==> config.mk <==
export PLATFORM = sky130hd
export DESIGN_NAME = seg7_scan_2digit
export DESIGN_NICKNAME = d
export VERILOG_FILES = /design/src/rtl/seg7_scan_2digit.sv
export SDC_FILE = /design/constraint.sdc
export NUM_CORES = 1
export LEC_CHECK = 0
export ABC_AREA = 1
export BUFFER_PORTS_ARGS = -buffer_cell sky130_fd_sc_hd__buf_2
export CORE_MARGIN = 5
export CORE_UTILIZATION = 53
export CTS_CLUSTER_SIZE = 40
export DETAILED_ROUTE_END_ITERATION = 8
export PLACE_DENSITY_LB_ADDON = 0.15
export SYNTH_ARGS = -nofsm -noshare
export SYNTH_HDL_FRONTEND = slang
export SYNTH_SLANG_ARGS = --single-unit
==> constraint.sdc <==
create_clock -name clk -period 5.7 [get_ports clk]
set_input_delay 0.285 -clock clk [delete_from_list [all_inputs] [get_ports clk]]
set_output_delay 0.285 -clock clk [all_outputs]
set_load 0.005 [all_outputs]
==> src/rtl/seg7_scan_2digit.sv <==
// Two-digit multiplexed common-anode 7-segment driver.
// Scans units then tens with optional all-off guard slots, double-buffers the
// BCD digits per frame, supports leading-zero blanking, whole-display blink and
// a dash glyph for nibbles above 9. All outputs are registered.
module seg7_scan_2digit #(
  parameter int REFRESH_DIV = 100000,
  parameter int GUARD_CYC   = 16,
  parameter int BLINK_DIV   = 250
) (
  input  logic       clk,
  input  logic       rst_n,
  input  logic [3:0] chuc,
  input  logic [3:0] donvi,
  input  logic       load,
  input  logic       lz_blank,
  input  logic       blink_en,
  output logic [1:0] an,
  output logic [6:0] seg,
  output logic       frame_st
);

  localparam int SLOT_MAX = (REFRESH_DIV > GUARD_CYC) ? REFRESH_DIV : GUARD_CYC;
  localparam int CW       = (SLOT_MAX > 1) ? $clog2(SLOT_MAX) : 1;
  localparam int FW       = (BLINK_DIV > 1) ? $clog2(BLINK_DIV) : 1;
  localparam logic [CW-1:0] REF_LAST = CW'(REFRESH_DIV - 1);
  localparam logic [CW-1:0] GRD_LAST = CW'((GUARD_CYC > 0) ? GUARD_CYC - 1 : 0);
  localparam logic [FW-1:0] BLK_LAST = FW'(BLINK_DIV - 1);

  typedef enum logic [1:0] {S_D0, S_G0, S_D1, S_G1} state_t;

  state_t        state, state_nx;
  logic [CW-1:0] cnt, cnt_nx;
  logic          armed;        // low only in the cycle(s) right after reset release
  logic          frame_nx;     // next cycle is the first cycle of a frame
  logic [3:0]    pend_tens, pend_units;
  logic          pend_lz;
  logic [3:0]    sh_tens, sh_units, sh_tens_nx, sh_units_nx;
  logic          sh_lz, sh_lz_nx;
  logic [FW-1:0] fcnt, fcnt_nx;
  logic          phase, phase_nx;
  logic [1:0]    an_nx;
  logic [6:0]    seg_nx;

  function automatic logic [6:0] glyph(input logic [3:0] d);
    logic [6:0] g;
    case (d)
      4'd0:    g = 7'h40;
      4'd1:    g = 7'h79;
      4'd2:    g = 7'h24;
      4'd3:    g = 7'h30;
      4'd4:    g = 7'h19;
      4'd5:    g = 7'h12;
      4'd6:    g = 7'h02;
      4'd7:    g = 7'h78;
      4'd8:    g = 7'h00;
      4'd9:    g = 7'h10;
      default: g = 7'h3F;  // dash for non-BCD nibbles
    endcase
    return g;
  endfunction

  // Next scan state, slot count, shadow digits, blink phase and output values.
  // The outputs are computed from the *next* state so that they change on the
  // same edge the FSM enters a state.
  always_comb begin
    // NOTE: every variable gets a default first so no path can infer a latch.
    state_nx    = state;
    cnt_nx      = cnt + CW'(1);
    frame_nx    = 1'b0;
    sh_tens_nx  = sh_tens;
    sh_units_nx = sh_units;
    sh_lz_nx    = sh_lz;
    fcnt_nx     = fcnt;
    phase_nx    = phase;
    an_nx       = 2'b11;
    seg_nx      = 7'h7F;

    if (!armed) begin
      // First edge after reset release opens frame 0 in S_D0.
      state_nx = S_D0;
      cnt_nx   = '0;
      frame_nx = 1'b1;
    end else begin
      case (state)
        S_D0: if (cnt == REF_LAST) begin
          cnt_nx   = '0;
          state_nx = (GUARD_CYC > 0) ? S_G0 : S_D1;
        end
        S_G0: if (cnt == GRD_LAST) begin
          cnt_nx   = '0;
          state_nx = S_D1;
        end
        S_D1: if (cnt == REF_LAST) begin
          cnt_nx = '0;
          if (GUARD_CYC > 0) begin
            state_nx = S_G1;
          end else begin
            state_nx = S_D0;
            frame_nx = 1'b1;
          end
        end
        S_G1: if (cnt == GRD_LAST) begin
          cnt_nx   = '0;
          state_nx = S_D0;
          frame_nx = 1'b1;
        end
        default: begin
          cnt_nx   = '0;
          state_nx = S_D0;
        end
      endcase

      // A frame just completed: advance the blink divider.
      if (frame_nx) begin
        if (fcnt == BLK_LAST) begin
          fcnt_nx  = '0;
          phase_nx = ~phase;
        end else begin
          fcnt_nx = fcnt + FW'(1);
        end
      end
    end

    // Frame start takes the pending digits; a load on that same edge is
    // forwarded so it is not lost behind the copy.
    if (frame_nx) begin
      sh_tens_nx  = load ? chuc     : pend_tens;
      sh_units_nx = load ? donvi    : pend_units;
      sh_lz_nx    = load ? lz_blank : pend_lz;
    end

    case (state_nx)
      S_D0: begin
        an_nx  = 2'b10;
        seg_nx = glyph(sh_units_nx);
      end
      S_D1: if (!(sh_lz_nx && sh_tens_nx == 4'd0)) begin
        an_nx  = 2'b01;
        seg_nx = glyph(sh_tens_nx);
      end
      default: ;
    endcase

    // Blink only gates the anodes; scan timing keeps running underneath.
    if (blink_en && phase_nx) an_nx = 2'b11;
  end

  // State, buffers and registered outputs.
  always_ff @(posedge clk or negedge rst_n) begin
    if (!rst_n) begin
      state      <= S_D0;
      cnt        <= '0;
      armed      <= 1'b0;
      pend_tens  <= '0;
      pend_units <= '0;
      pend_lz    <= 1'b0;
      sh_tens    <= '0;
      sh_units   <= '0;
      sh_lz      <= 1'b0;
      fcnt       <= '0;
      phase      <= 1'b0;
      an         <= 2'b11;
      seg        <= 7'h7F;
      frame_st   <= 1'b0;
    end else begin
      // NOTE: non-blocking assignments so every register samples pre-edge values.
      state    <= state_nx;
      cnt      <= cnt_nx;
      armed    <= 1'b1;
      sh_tens  <= sh_tens_nx;
      sh_units <= sh_units_nx;
      sh_lz    <= sh_lz_nx;
      fcnt     <= fcnt_nx;
      phase    <= phase_nx;
      an       <= an_nx;
      seg      <= seg_nx;
      frame_st <= frame_nx;
      if (load) begin
        pend_tens  <= chuc;
        pend_units <= donvi;
        pend_lz    <= lz_blank;
      end
    end
  end

endmodule
==> out/metrics.cfg, run 1 <==
[synthesis]
yosysTopAreaCellShare_pct = 37.3
synth_area_per_cell_sq_um = 8.25
synthDistinctLibCells = 41
synth_seq_area_share_pct = 44.7
synth_seq_cells = 57
yosys_warnings = 0
synth_area_leaders = dfrtp_1 (37%), nand2_1 (9.6%), dfstp_2 (7.3%), inv_1 (6.9%), ha_1 (5.8%)
netlist_instances = 390
yosysTopAreaCell = dfrtp_1
synth_area_sq_mm = 0.00322
syn_nets = 418

[clock_tree]
hold_buffers = 0
tritoncts.num_buffers = 9
tritoncts = built
clkLatencyLatePin_ns = 0.33
htreeDepth = 3
root_buffer = clkbuf_8
clockBufferDepth = 2
cts_resized = 0
clkSlewWorstSetupHoldPaths_ns = 0.07
clock_sinks = 57
post_cts_buffers = 0

[worst_setup_path]
critPathSlowestCell = dfrtp_1
critPathMostFrequentCell = nand2_1
cp.buffers_inverters = 1
arrival_ns = 2.86
cp-start-kind = flip-flop
path_class = reg2reg
crit_family = simple AND/OR/NAND/NOR gates
critPathRequiredTime_ns = 5.96
critPathCaptureType = flip-flop
critPathMaxFanout = 16
cp_slowest_stage_delay_ns = 0.37
path_cells = ha_1 > nand2_1 > nor2_4 > nand4_4 > nand2_4 > nand2_1 > nand2_1 > inv_1 > ha_1 > nand3_1 > a21oi_1 > nor2_1 > nor2_1 > nand2_1

[sta]
fin_skew_ns = 0.00635
timing.fmax_ghz = 0.385
finalHoldViolCount = 0
maxSlewViolCount = 0
tightest_slew_ns = 0.711
setup_viol = 0
slew_headroom_pct = 52.6
finalCriticalPeriod_ns = 2.60
period_share_pct = 45.6
fin_setup_tns_ns = 0
rsz0062_at_grt = false

[place]
io_buffer_count = 22
place_hpwl_mm = 4.43
routabilityCongestion = 0.860

[pwr]
finalPower_w = 0.000980
power_per_cell_area_mw_per_mm2 = 272
power.leakage_nw = 1.77
peakVddDrop_mv = 0.169

[global_routing]
grt_max_degree = 58
grt_pass1_vias = 2543
antenna_found_initial = 0
grt_pass1_wl_mm = 11.3
grtUsageTotal_pct = 18.9
overflow = 0

[die]
die_width_um = 87.9
start_util_pct = 54.4
die_area_sq_mm = 0.00773
die_h_um = 87.9
rows = 28
io-pin-count = 23
core_sq_mm = 0.00592

[routing]
dr.pass1.iters = 4
avgRoutedWirePerCell_um = 12.8
drt_first_iter_violations = 131
ant_nets = 0
vias_per_cell = 5.09
drt_wl_total_mm = 6.38
drcViolationCount = 0
vias = 2537

[finish]
drive_gt1_share_pct = 19.1
num_antenna_cells = 0
fin_nets = 446
syn_to_final_growth_pct = 11.9
final_cell_mix = nand2_1 (82), inv_1 (59), dfrtp_1 (48)
regArea_sq_mm = 0.00144
multi_input_area_sq_mm = 0.00151
final_common_cell = nand2_1
n_fill_cell = 519

[run_status]
status = finished, final reports clean

[hold_path]
hp-class = in2async

[job]
drv_cap = 0

-- sequential cells by signal, summed over array words and instances, names as in the netlist, 2 cells and up --
register    flops
cnt            17
fcnt            8
seg             7
pend_tens       4
pend_units      4
sh_tens         4
sh_units        4
an              2
state           2
-- layout make-up --
cell class	count	share of cell area, %
tap	75	2.61
clock inverter	5	2.22
sequential	57	39.9
timing repair buffer	23	3.27
clock buffer	11	3.65
inverter	62	6.46
multi-input combinational	265	41.9
-- routing by layer --
metal	up-vias	wire [um]	track usage, %
met3	4	213	4.14
met1	1205	2900	23.5
met5	-	0	0
met2	43	3190	31.3
met4	0	69	8.65
li1	1285	-	-
-- stage by stage --
| step | worst slack, ns | hold slack, ns | area (sq um) | instances | utilization (%) |
|---|---|---|---|---|---|
| floorplan | 3.57 | -0.0106 | 3220 | 390 | - |
| global placement | 3.24 | 0.444 | 3390 | 482 | 57.3 |
| detailed placement | 3.13 | 0.462 | 3390 | 482 | 57.3 |
| CTS | 3.10 | 0.104 | 3600 | 498 | 60.8 |
| global route | 2.79 | 0.141 | 3600 | 498 | 60.8 |
| finish | 3.10 | 0.0825 | 3600 | 498 | 60.8 |
-- where the power goes --
group	total, W	internal [W]	switching [W]
sequential	0.000444	0.000435	0.00000894
combinational	0.000125	0.0000432	0.0000815
clock	0.000411	0.000246	0.000166
total	0.000980	0.000724	0.000256
-- final timing paths --
path | start | to | slack [ns] | cells past startpoint
setup / recovery | cnt[0]$_DFF_PN0_ | seg[3]$_DFF_PN1_ | 3.10 | 14
hold / removal | rst_n | cnt[8]$_DFF_PN0_ | 0.08 | 2
setup reg to reg | cnt[0]$_DFF_PN0_ | seg[3]$_DFF_PN1_ | 3.10 | 14
hold reg to reg | cnt[0]$_DFF_PN0_ | cnt[0]$_DFF_PN0_ | 0.47 | 1
max in group asynchronous | rst_n | pend_units[0]$_DFF_PN0_ | 5.14 | 2
min in group clk | blink_en | an[0]$_DFF_PN1_ | 0.18 | 3
-- cells by family after synthesis --
family          after synthesis  share of synthesized area [%]
compound gates               33                           5.75
xor+xnor                      9                           2.68
fa+ha+maj                    15                           5.83
buf+inv                      68                           8.44
flops                        57                           44.7
mux                           1                          0.350
other cells                   1                          0.117
simple gates                206                           32.2
-- synthesized netlist by cell type, drive strengths merged --
cell / n
xor2: 7
inv: 62
nor2: 51
conb: 1
o21ai: 16
a21oi: 10
buf: 3
nand4: 10
nor3b: 4
o22ai: 1
ha: 15
nand3: 36
dfrtp: 48
nor4: 2
o21bai: 1
xnor2: 2
nand3b: 4
a31oi: 1
dfstp: 9
nor3: 8
o21a: 1
a211oi: 2
nand2: 91
mux2: 1
clkbuf: 3
a31o: 1
-- worst register-to-register path, delay by kind of cell (launching register included) --
kind	cells	cell delay, ns
flops	1	0.37
buf+inv	1	0.12
simple gates	10	1.41
compound gates	1	0.17
fa+ha+maj	2	0.47
Power figures use the tool's default switching activity.
==> run 2: changes to the inputs <==
Clock period 5.7 ns to 2.2 ns, I/O delays scaled along.
==> out/metrics.cfg, run 2 (synthesis results as in run 1) <==
[run_status]
status = finished, final reports clean

[worst_setup_path]
critPathMaxFanout = 8
critPathRequiredTime_ns = 2.46
rrSetupSlack_ns = 0.0006
worst-r2r-cell-count = 14
worstReg2RegEnd = seg[3]$_DFF_PN1_
path_class = reg2reg
cp-start-kind = flip-flop
arrival_ns = 2.46
r2r-start = cnt[11]$_DFF_PN0_
critPathCaptureType = flip-flop

[pwr]
power_per_cell_area_mw_per_mm2 = 618
peakVddDrop_mv = 0.397
p_int_w = 0.00176
seqPwrFrac_pct = 46.6
clkPwrFrac_pct = 35.8
finalPower_w = 0.00247
p_switching_w = 0.000703
swShare_pct = 28.5
power.leakage_nw = 1.93
combPwrFrac_pct = 17.6

[finish]
fin_nets = 473
final_common_cell = nand2_1
syn_to_final_growth_pct = 24.0
final_cell_mix = nand2_1 (73), inv_1 (53), dfrtp_1 (48)
regArea_sq_mm = 0.00144
multi_input_area_sq_mm = 0.00168
largest_register_ffs = 17
largestRegisters = cnt x17, fcnt x8, seg x7
regMostFlops = cnt
fin_util_pct = 67.4
fin_area_sq_mm = 0.00399
n_fill_cell = 483
num_antenna_cells = 0
drive_gt1_share_pct = 30.4

[routing]
dr.pass1.iters = 4
vias_per_cell = 5.08
drt_wl_total_mm = 6.99
route.met2.wl_mm = 3.60
met3_length_um = 228
vias = 2667
drt_first_iter_violations = 96
wl_met1_mm = 3.01
highest_layer = met4
ant_nets = 0
drcViolationCount = 0
avgRoutedWirePerCell_um = 13.3

[sta]
period_share_pct = 100
fin_skew_ns = 0.0130
rsz0062_at_grt = true
maxSlewViolCount = 0
fin_setup_tns_ns = 0
timing.fmax_ghz = 0.455
slew_headroom_pct = 59.1
setup_viol = 0
finalCriticalPeriod_ns = 2.20
fin_ws_ns = 0.000588
finalHoldViolCount = 0
tightest_slew_ns = 0.614

[die]
die_h_um = 87.9
rows = 28
start_util_pct = 54.4
die_area_sq_mm = 0.00773
io-pin-count = 23
die_width_um = 87.9
core_sq_mm = 0.00592

[global_routing]
grtUsageTotal_pct = 19.5
overflow = 0
antenna_found_initial = 0
grt_pass1_vias = 2638
grt_max_degree = 33
grt_pass1_wl_mm = 11.6

[hold_path]
min-delay-start = donvi[0]
hp-class = in2reg
hold_path_depth = 2
whs_endpoint = pend_units[0]$_DFF_PN0_

[clock_tree]
clock_sinks = 57
htreeDepth = 3
clockBufferDepth = 2
clkSlewWorstSetupHoldPaths_ns = 0.07
clkLatencyLatePin_ns = 0.34
root_buffer = clkbuf_8
tritoncts = built
tritoncts.num_buffers = 9

[place]
routabilityCongestion = 0.873
place_hpwl_mm = 4.89
io_buffer_count = 22
dpl_cell_area_sq_mm = 0.00354
pre_cts_ws_ns = 0.0661

[job]
drv_cap = 0

run 2: changes by cell type in the layout (fill, tap and decap cells not counted), sizes merged:
cell,before,now
clkbuf,11,14
clkinvlp,2,0
buf,23,47
bufinv,2,0
dlygate4sd3,0,2
clkinv,1,3
run 2: area by class of cell:
class	instances	area share, %
Sequential cell	57	36.0
Multi-Input combinational cell	265	42.2
Clock buffer	13	3.98
Timing Repair Buffer	50	9.22
Clock inverter	3	0.376
Inverter	62	5.89
Tap cell	75	2.35
run 2: how the worst max path moves through the flow:
stage / cells after the start / endpoint / slack [ns] / startpoint
6_report: 14 / seg[3]$_DFF_PN1_ / 0.0006 / cnt[11]$_DFF_PN0_
5_1_grt: 13 / seg[5]$_DFF_PN1_ / -0.13 / cnt[11]$_DFF_PN0_
4_1_cts: 14 / seg[3]$_DFF_PN1_ / 0.03 / cnt[0]$_DFF_PN0_
3_5_place_dp: 14 / seg[3]$_DFF_PN1_ / 0.07 / cnt[0]$_DFF_PN0_
3_3_place_gp: 14 / seg[3]$_DFF_PN1_ / 0.11 / cnt[0]$_DFF_PN0_
2_1_floorplan: 15 / seg[3]$_DFF_PN1_ / 0.07 / cnt[0]$_DFF_PN0_
run 2: routing by layer:
metal  vias up  GRT usage (%)
li1       1347              -
met1      1258           22.8
met2        47           33.3
met3        15           5.17
met4         0           9.07
met5         -              0
run 2: metrics by stage:
step,std cells,hold slack (ns)
floorplan,390,-0.186
global placement,498,0.148
detailed placement,498,0.152
CTS,516,0.0294
global route,525,0.0303
finish,525,0.0301
run 2: what timing repair did:
action / CTS / global route
endpoints found under the setup margin: 0 / 7
buffers inserted: 0 / 9
hold endpoints to repair: 17 / 0
hold buffers: 2 / 0
gates resized for setup: 0 / 44
run 2: critical path, stage by stage, from the launching register on:
cell	delay, ns
dfrtp_1	0.42
nor2_2	0.15
nand2_2	0.08
nor2_4	0.16
nand4_4	0.18
buf_12	0.19
nand3_4	0.06
nand2_4	0.07
buf_12	0.13
ha_4	0.26
nand3_4	0.07
a21oi_2	0.13
nor2_1	0.05
nor2_1	0.09
nand2_1	0.05
run 2: power groups by stage:
stage	Combinational [W]	Sequential [W]	Clock, W
6_report	0.000433	0.00115	0.000884
5_1_grt	0.000492	0.00116	0.000957
4_1_cts	0.000351	0.00115	0.000909
3_5_place_dp	0.000346	0.00117	0
3_3_place_gp	0.000340	0.00117	0
2_1_floorplan	0.000217	0.00117	0
